--- config.mk ---
export PLATFORM = sky130hd
export DESIGN_NAME = sht40_sequencer
export DESIGN_NICKNAME = d
export VERILOG_FILES = /design/src/rtl/sht40_sequencer.sv
export SDC_FILE = /design/constraint.sdc
export NUM_CORES = 1
export LEC_CHECK = 0
export BUFFER_PORTS_ARGS = -buffer_cell sky130_fd_sc_hd__buf_2
export CAP_MARGIN = 20
export CORE_MARGIN = 4
export CORE_UTILIZATION = 25
export CTS_CLUSTER_SIZE = 25
export DETAILED_ROUTE_END_ITERATION = 8
export HOLD_SLACK_MARGIN = 0.06
export PLACE_DENSITY = 0.52
export SLEW_MARGIN = 10
export SYNTH_ARGS = -nofsm -noshare
export SYNTH_HDL_FRONTEND = slang
export SYNTH_SLANG_ARGS = --single-unit
--- constraint.sdc ---
create_clock -name clk -period 4 [get_ports clk]
set_input_delay 0.4 -clock clk [delete_from_list [all_inputs] [get_ports clk]]
set_output_delay 0.4 -clock clk [all_outputs]
set_load 0.02 [all_outputs]
--- src/rtl/sht40_sequencer.sv ---
// SHT40 measurement sequencer: drives an upstream I2C master through measure-command write,
// conversion wait, 6-byte read and CRC check, then publishes the raw temperature/humidity words.
//
// state   | meaning
// IDLE    | waiting for start
// WR_GO   | launch 1-byte write of the measure command
// WR_WAIT | wait for write completion or timeout
// CONV    | conversion wait before reading
// RD_GO   | launch 6-byte read
// RD_WAIT | collect bytes, wait for read completion or timeout
// CHECK   | verify both CRC-8 fields and publish result
module sht40_sequencer #(
   parameter logic [6:0] SHT_ADDR      = 7'h44,
   parameter logic [7:0] MEAS_CMD      = 8'hFD,
   parameter int         MEAS_WAIT_CYC = 20000,
   parameter int         TIMEOUT_CYC   = 4000
) (
   input  logic        clk,
   input  logic        rst_n,
   input  logic        start,
   output logic        busy,
   output logic        done,
   output logic [2:0]  err_code,
   output logic        data_valid,
   output logic [15:0] temp_raw,
   output logic [15:0] rh_raw,
   output logic        i2c_start,
   output logic [6:0]  i2c_addr,
   output logic        i2c_rw,
   output logic [3:0]  i2c_num_bytes,
   output logic [7:0]  i2c_tx_byte,
   input  logic        i2c_rx_valid,
   input  logic [7:0]  i2c_rx_byte,
   input  logic        i2c_done,
   input  logic        i2c_nack
);
   localparam int TMR_MAX = (MEAS_WAIT_CYC > TIMEOUT_CYC) ? MEAS_WAIT_CYC : TIMEOUT_CYC;
   localparam int TMR_W   = $clog2(TMR_MAX + 1);
   // Loads chosen so done lands exactly TIMEOUT_CYC after i2c_start, and the read launches
   // exactly MEAS_WAIT_CYC cycles after the write completes.
   localparam logic [TMR_W-1:0] CONV_LOAD = TMR_W'(MEAS_WAIT_CYC - 1);
   localparam logic [TMR_W-1:0] TMO_LOAD  = TMR_W'(TIMEOUT_CYC - 2);

   localparam logic [2:0] ERR_OK    = 3'd0;
   localparam logic [2:0] ERR_NACK  = 3'd1;
   localparam logic [2:0] ERR_TCRC  = 3'd2;
   localparam logic [2:0] ERR_RHCRC = 3'd3;
   localparam logic [2:0] ERR_SHORT = 3'd4;
   localparam logic [2:0] ERR_TMO   = 3'd5;

   typedef enum logic [2:0] {IDLE, WR_GO, WR_WAIT, CONV, RD_GO, RD_WAIT, CHECK} state_t;

   state_t           state, state_nxt;
   logic [TMR_W-1:0] tmr, tmr_nxt;
   logic [2:0]       idx, idx_nxt;
   logic [7:0]       rx_buf [6];
   logic             rx_take;
   logic             fin;
   logic [2:0]       fin_err;
   logic [7:0]       t_crc, rh_crc;

   function automatic logic [7:0] crc8(input logic [7:0] msb, input logic [7:0] lsb);
      logic [15:0] data;
      logic [7:0]  crc;
      logic        fb;
      data = {msb, lsb};
      crc  = 8'hFF;
      for (int i = 15; i >= 0; i--) begin
         fb  = crc[7] ^ data[i];
         crc = {crc[6:0], 1'b0} ^ (fb ? 8'h31 : 8'h00);
      end
      return crc;
   endfunction

   assign t_crc   = crc8(rx_buf[0], rx_buf[1]);
   assign rh_crc  = crc8(rx_buf[3], rx_buf[4]);
   assign rx_take = (state == RD_WAIT) && i2c_rx_valid && (idx < 3'd6);

   assign busy          = (state != IDLE);
   assign i2c_start     = (state == WR_GO) || (state == RD_GO);
   assign i2c_addr      = SHT_ADDR;
   assign i2c_rw        = (state == RD_GO) || (state == RD_WAIT);
   assign i2c_num_bytes = i2c_rw ? 4'd6 : (((state == WR_GO) || (state == WR_WAIT)) ? 4'd1 : 4'd0);
   assign i2c_tx_byte   = ((state == WR_GO) || (state == WR_WAIT)) ? MEAS_CMD : 8'h00;

   always_comb begin
      state_nxt = state;
      tmr_nxt   = tmr;
      idx_nxt   = idx;
      fin       = 1'b0;
      fin_err   = ERR_OK;
      case (state)
         IDLE: if (start) state_nxt = WR_GO;
         WR_GO: begin
            state_nxt = WR_WAIT;
            tmr_nxt   = TMO_LOAD;
         end
         WR_WAIT: begin
            if (i2c_done) begin
               if (i2c_nack) begin
                  fin     = 1'b1;
                  fin_err = ERR_NACK;
               end else begin
                  state_nxt = CONV;
                  tmr_nxt   = CONV_LOAD;
               end
            end else if (tmr == '0) begin
               fin     = 1'b1;
               fin_err = ERR_TMO;
            end else begin
               tmr_nxt = tmr - 1'b1;
            end
         end
         CONV: begin
            if (tmr == '0) state_nxt = RD_GO;
            else           tmr_nxt   = tmr - 1'b1;
         end
         RD_GO: begin
            state_nxt = RD_WAIT;
            tmr_nxt   = TMO_LOAD;
            idx_nxt   = 3'd0;
         end
         RD_WAIT: begin
            // A byte arriving with i2c_done counts toward the length check.
            if (rx_take) idx_nxt = idx + 3'd1;
            if (i2c_done) begin
               if (i2c_nack) begin
                  fin     = 1'b1;
                  fin_err = ERR_NACK;
               end else if (idx_nxt < 3'd6) begin
                  fin     = 1'b1;
                  fin_err = ERR_SHORT;
               end else begin
                  state_nxt = CHECK;
               end
            end else if (tmr == '0) begin
               fin     = 1'b1;
               fin_err = ERR_TMO;
            end else begin
               tmr_nxt = tmr - 1'b1;
            end
         end
         CHECK: begin
            fin = 1'b1;
            if (t_crc != rx_buf[2])       fin_err = ERR_TCRC;
            else if (rh_crc != rx_buf[5]) fin_err = ERR_RHCRC;
            else                          fin_err = ERR_OK;
         end
         default: state_nxt = IDLE;
      endcase
      if (fin) state_nxt = IDLE;
   end

   always_ff @(posedge clk) begin
      if (!rst_n) begin
         state      <= IDLE;
         tmr        <= '0;
         idx        <= 3'd0;
         done       <= 1'b0;
         data_valid <= 1'b0;
         err_code   <= ERR_OK;
         temp_raw   <= 16'h0000;
         rh_raw     <= 16'h0000;
         for (int i = 0; i < 6; i++) rx_buf[i] <= 8'h00;
      end else begin
         state      <= state_nxt;
         tmr        <= tmr_nxt;
         idx        <= idx_nxt;
         done       <= fin;
         data_valid <= fin && (fin_err == ERR_OK);
         if (fin) err_code <= fin_err;
         if (fin && (fin_err == ERR_OK)) begin
            temp_raw <= {rx_buf[0], rx_buf[1]};
            rh_raw   <= {rx_buf[3], rx_buf[4]};
         end
         if (rx_take) rx_buf[idx] <= i2c_rx_byte;
      end
   end
endmodule

==> flow_metrics.env <==
export IMPL_yosysTopAreaCell="edfxtp_1"
export IMPL_slew_limit_headroom_pct=49.90
export IMPL_overflow=0
export IMPL_place_inst=892
export IMPL_ys_async_sr_fraction_pct=0
export IMPL_gr_max_usage_layer="met2"
export IMPL_cts_hold_buffers=0
export IMPL_synth_top_cells_by_area="edfxtp_1 26%, dfxtp_1 21%, xnor2_1 5.8%, a21oi_1 5.3%, nor2_1 3.6%"
export IMPL_crit_buf_inv=1
export IMPL_grt_use_met3_pct=2.788
export IMPL_cts_path_max_buffers=2
export IMPL_met1_usage_pct=15.71
export IMPL_p_leak_nw=2.471
export IMPL_required_ns=4.22
export IMPL_ant_nets=0
export IMPL_crit_top_cell="a21oi_1"
export IMPL_clock_tree_root_cell="clkbuf_16"
export IMPL_fin_setup_tns_ns=0
export IMPL_start_util_pct=25.50
export IMPL_antenna_found_initial=0
export IMPL_synthMostInstantiatedCell="a21oi_1"
export IMPL_n_fill_cell=2336
export IMPL_rsz0062_at_grt="false"
export IMPL_drtIter0Drc=299
export IMPL_grt_pass1_vias=4053
export IMPL_drv_slew=0
export IMPL_clock_latency_ns=0.35
export IMPL_core_um2=21960
export IMPL_tightest_slew_ns=0.7498
export IMPL_crit_family="simple AND/OR/NAND/NOR gates"
export IMPL_min_path_type="in -> reg"
export IMPL_nets=640
export IMPL_port_buffers=63
export IMPL_clk_pin_slew_ns=0.07
export IMPL_yosysTopAreaCellShare_pct=25.74
export IMPL_arrival_ns=3.47
export IMPL_grt_pass1_wl_um=22450
export IMPL_end_kind="flop"
export IMPL_power_total_mw=3.073
export IMPL_status="finished clean"
export IMPL_postSynthCellCount=583
export IMPL_critPathLaunchType="flop"
export IMPL_cp_max_fo=25
export IMPL_slowest_delay_ns=0.50
export IMPL_hold_viol_final=0
export IMPL_synthTopCellsByCount="59 x a21oi_1, 58 x dfxtp_1, 54 x nor2_1, 48 x edfxtp_1, 39 x nand2_1"
export IMPL_fin_crit_ns=3.251
export IMPL_grt_max_degree=44
export IMPL_synth_cell_area_um2=5599
export IMPL_wirelength_um=13920
export IMPL_drive_gt1_share_pct=15.90
export IMPL_fmax_mhz=307.6
export IMPL_worstPathCellList="xnor2_2, xnor3_1, or4b_1, a21oi_1, nor4_2, nand4bb_1, buf_4, o21ai_0, a21oi_1"
export IMPL_period_share_pct=81.27
export IMPL_finalSetupViolCount=0
export IMPL_ff_latch_area_um2=2603
export IMPL_power_density_nw_per_um2=482.3
export IMPL_seq_area_frac_synth_pct=46.48
export IMPL_gp_congestion=0.7978
export IMPL_yosysWarnings=0
export IMPL_viasPerCell=4.596
export IMPL_cts_resized_gates=0
export IMPL_htreeDepth=3
export IMPL_dr_pass1_iters=4
export IMPL_wl_per_cell_um=15.32
export IMPL_fp_row_count=54
export IMPL_crit_slowest_cell="edfxtp_1"
export IMPL_cts_tree="built"
export IMPL_pin_count=73
export IMPL_multi_input_area_um2=2700
export IMPL_antennaDiodeCount=0
export IMPL_die_area_um2=24860
export IMPL_cts_setup_buffers=0
export IMPL_ys_ff_latch=106
export IMPL_die_x_um=157.7
export IMPL_avgSynthCellArea_um2=9.604
export IMPL_numCtsBuffers=9
export IMPL_met2_usage_pct=18.18
export IMPL_fin_cells=909
export IMPL_drc=0
export IMPL_vias=4178
export IMPL_ys_types=56
export IMPL_cts_sinks=106
export IMPL_post_dp_hpwl_um=10200
export IMPL_synth_edff_count=48
export IMPL_cap_violations=0
export IMPL_syn2layout_area_growth_pct=13.79
export IMPL_critPathKind="reg -> reg"
export IMPL_synth_ff_type="dfxtp_1"
export IMPL_grt_usage_pct=11.50
export IMPL_ir_drop_mv=0.3015
export IMPL_die_height_um=157.7
export IMPL_skew_ns=0.008974
==> through the flow <==
step	utilization [%]	setup WS, ns	cell area, um^2	hold WS (ns)
after floorplan	-	1.359	5625	0.4721
after global placement	27.66	0.7776	6073	0.4546
after detailed placement	27.66	0.7590	6073	0.4629
after CTS	28.99	0.7395	6366	0.3831
after global routing	29.01	0.4870	6371	0.3945
final	29.01	0.7491	6371	0.3898
==> area by class of cell <==
class / instances / share of cell area, %
Clock buffer: 12 / 4.183
Clock inverter: 4 / 0.4124
Inverter: 14 / 0.8248
Multi-Input combinational cell: 422 / 42.38
Sequential cell: 106 / 40.85
Tap cell: 280 / 5.499
Timing Repair Buffer: 71 / 5.852
==> layout by cell type, fill, tap and decap left out, types with 7 or more instances in the layout <==
master	count
buf_4	7
inv_1	15
and2_1	18
buf_2	63
dfxtp_1	58
o21ai_0	28
nor2_1	54
nand4_1	7
a21oi_1	59
nand3_1	36
nor3_1	8
o21ai_1	16
xnor3_1	9
xor2_1	23
nand2_1	39
xnor2_1	37
conb_1	9
nand2b_1	10
clkbuf_16	9
edfxtp_1	48
==> registers in the layout, indices dropped and copies added, names as in the netlist <==
name,count
tmr,15
done,1
err_code,3
idx,3
rh_raw,16
temp_raw,16
data_valid,1
rx_buf,48
state,3
==> path summary, 6_finish.rpt <==
check,start,cells past startpoint,slack (ns),endpoint
worst max-delay path,rx_buf[0][5]$_SDFFCE_PN0P_,9,0.75,rh_raw[2]$_SDFFE_PN0P_
worst min-delay path,i2c_rx_byte[0],2,0.39,rx_buf[2][0]$_SDFFCE_PN0P_
worst min register to register,err_code[1]$_SDFFE_PN0P_,2,0.47,err_code[1]$_SDFFE_PN0P_
worst max register to register,rx_buf[0][5]$_SDFFCE_PN0P_,9,0.75,rh_raw[2]$_SDFFE_PN0P_
==> metal layers <==
metal  up-vias  part of all wire, %
met4         0                  1.3
met2        99                   45
met3        13                  6.2
met1      1980                   47
li1       2086                    -
met5         -                    0
==> power breakdown <==
| group | switching, mW | total (mW) | internal [mW] | leakage (nW) |
|---|---|---|---|---|
| sequential | 0.0902 | 1.31 | 1.22 | 0.965 |
| combinational | 0.526 | 0.895 | 0.368 | 1.36 |
| clock | 0.399 | 0.872 | 0.473 | 0.150 |
==> worst reg2reg max path: stages (launching register included) <==
cell	delay [ns]
edfxtp_1	0.50
xnor2_2	0.26
xnor3_1	0.45
or4b_1	0.50
a21oi_1	0.19
nor4_2	0.09
nand4bb_1	0.46
buf_4	0.37
o21ai_0	0.21
a21oi_1	0.08
==> logic make-up after synthesis <==
family                     Yosys count  share of synthesized area, %
AOI/OAI and AO/OA                  120                         11.55
adders and majority gates            2                        0.4469
other                                2                        0.1341
DFF                                106                         46.48
buffers and inverters               62                         5.765
xor gates and xnor gates            76                         15.31
and+or+nand+nor                    208                         19.02
muxes                                7                         1.296
Note: power is estimated with default switching activity, not from simulation.
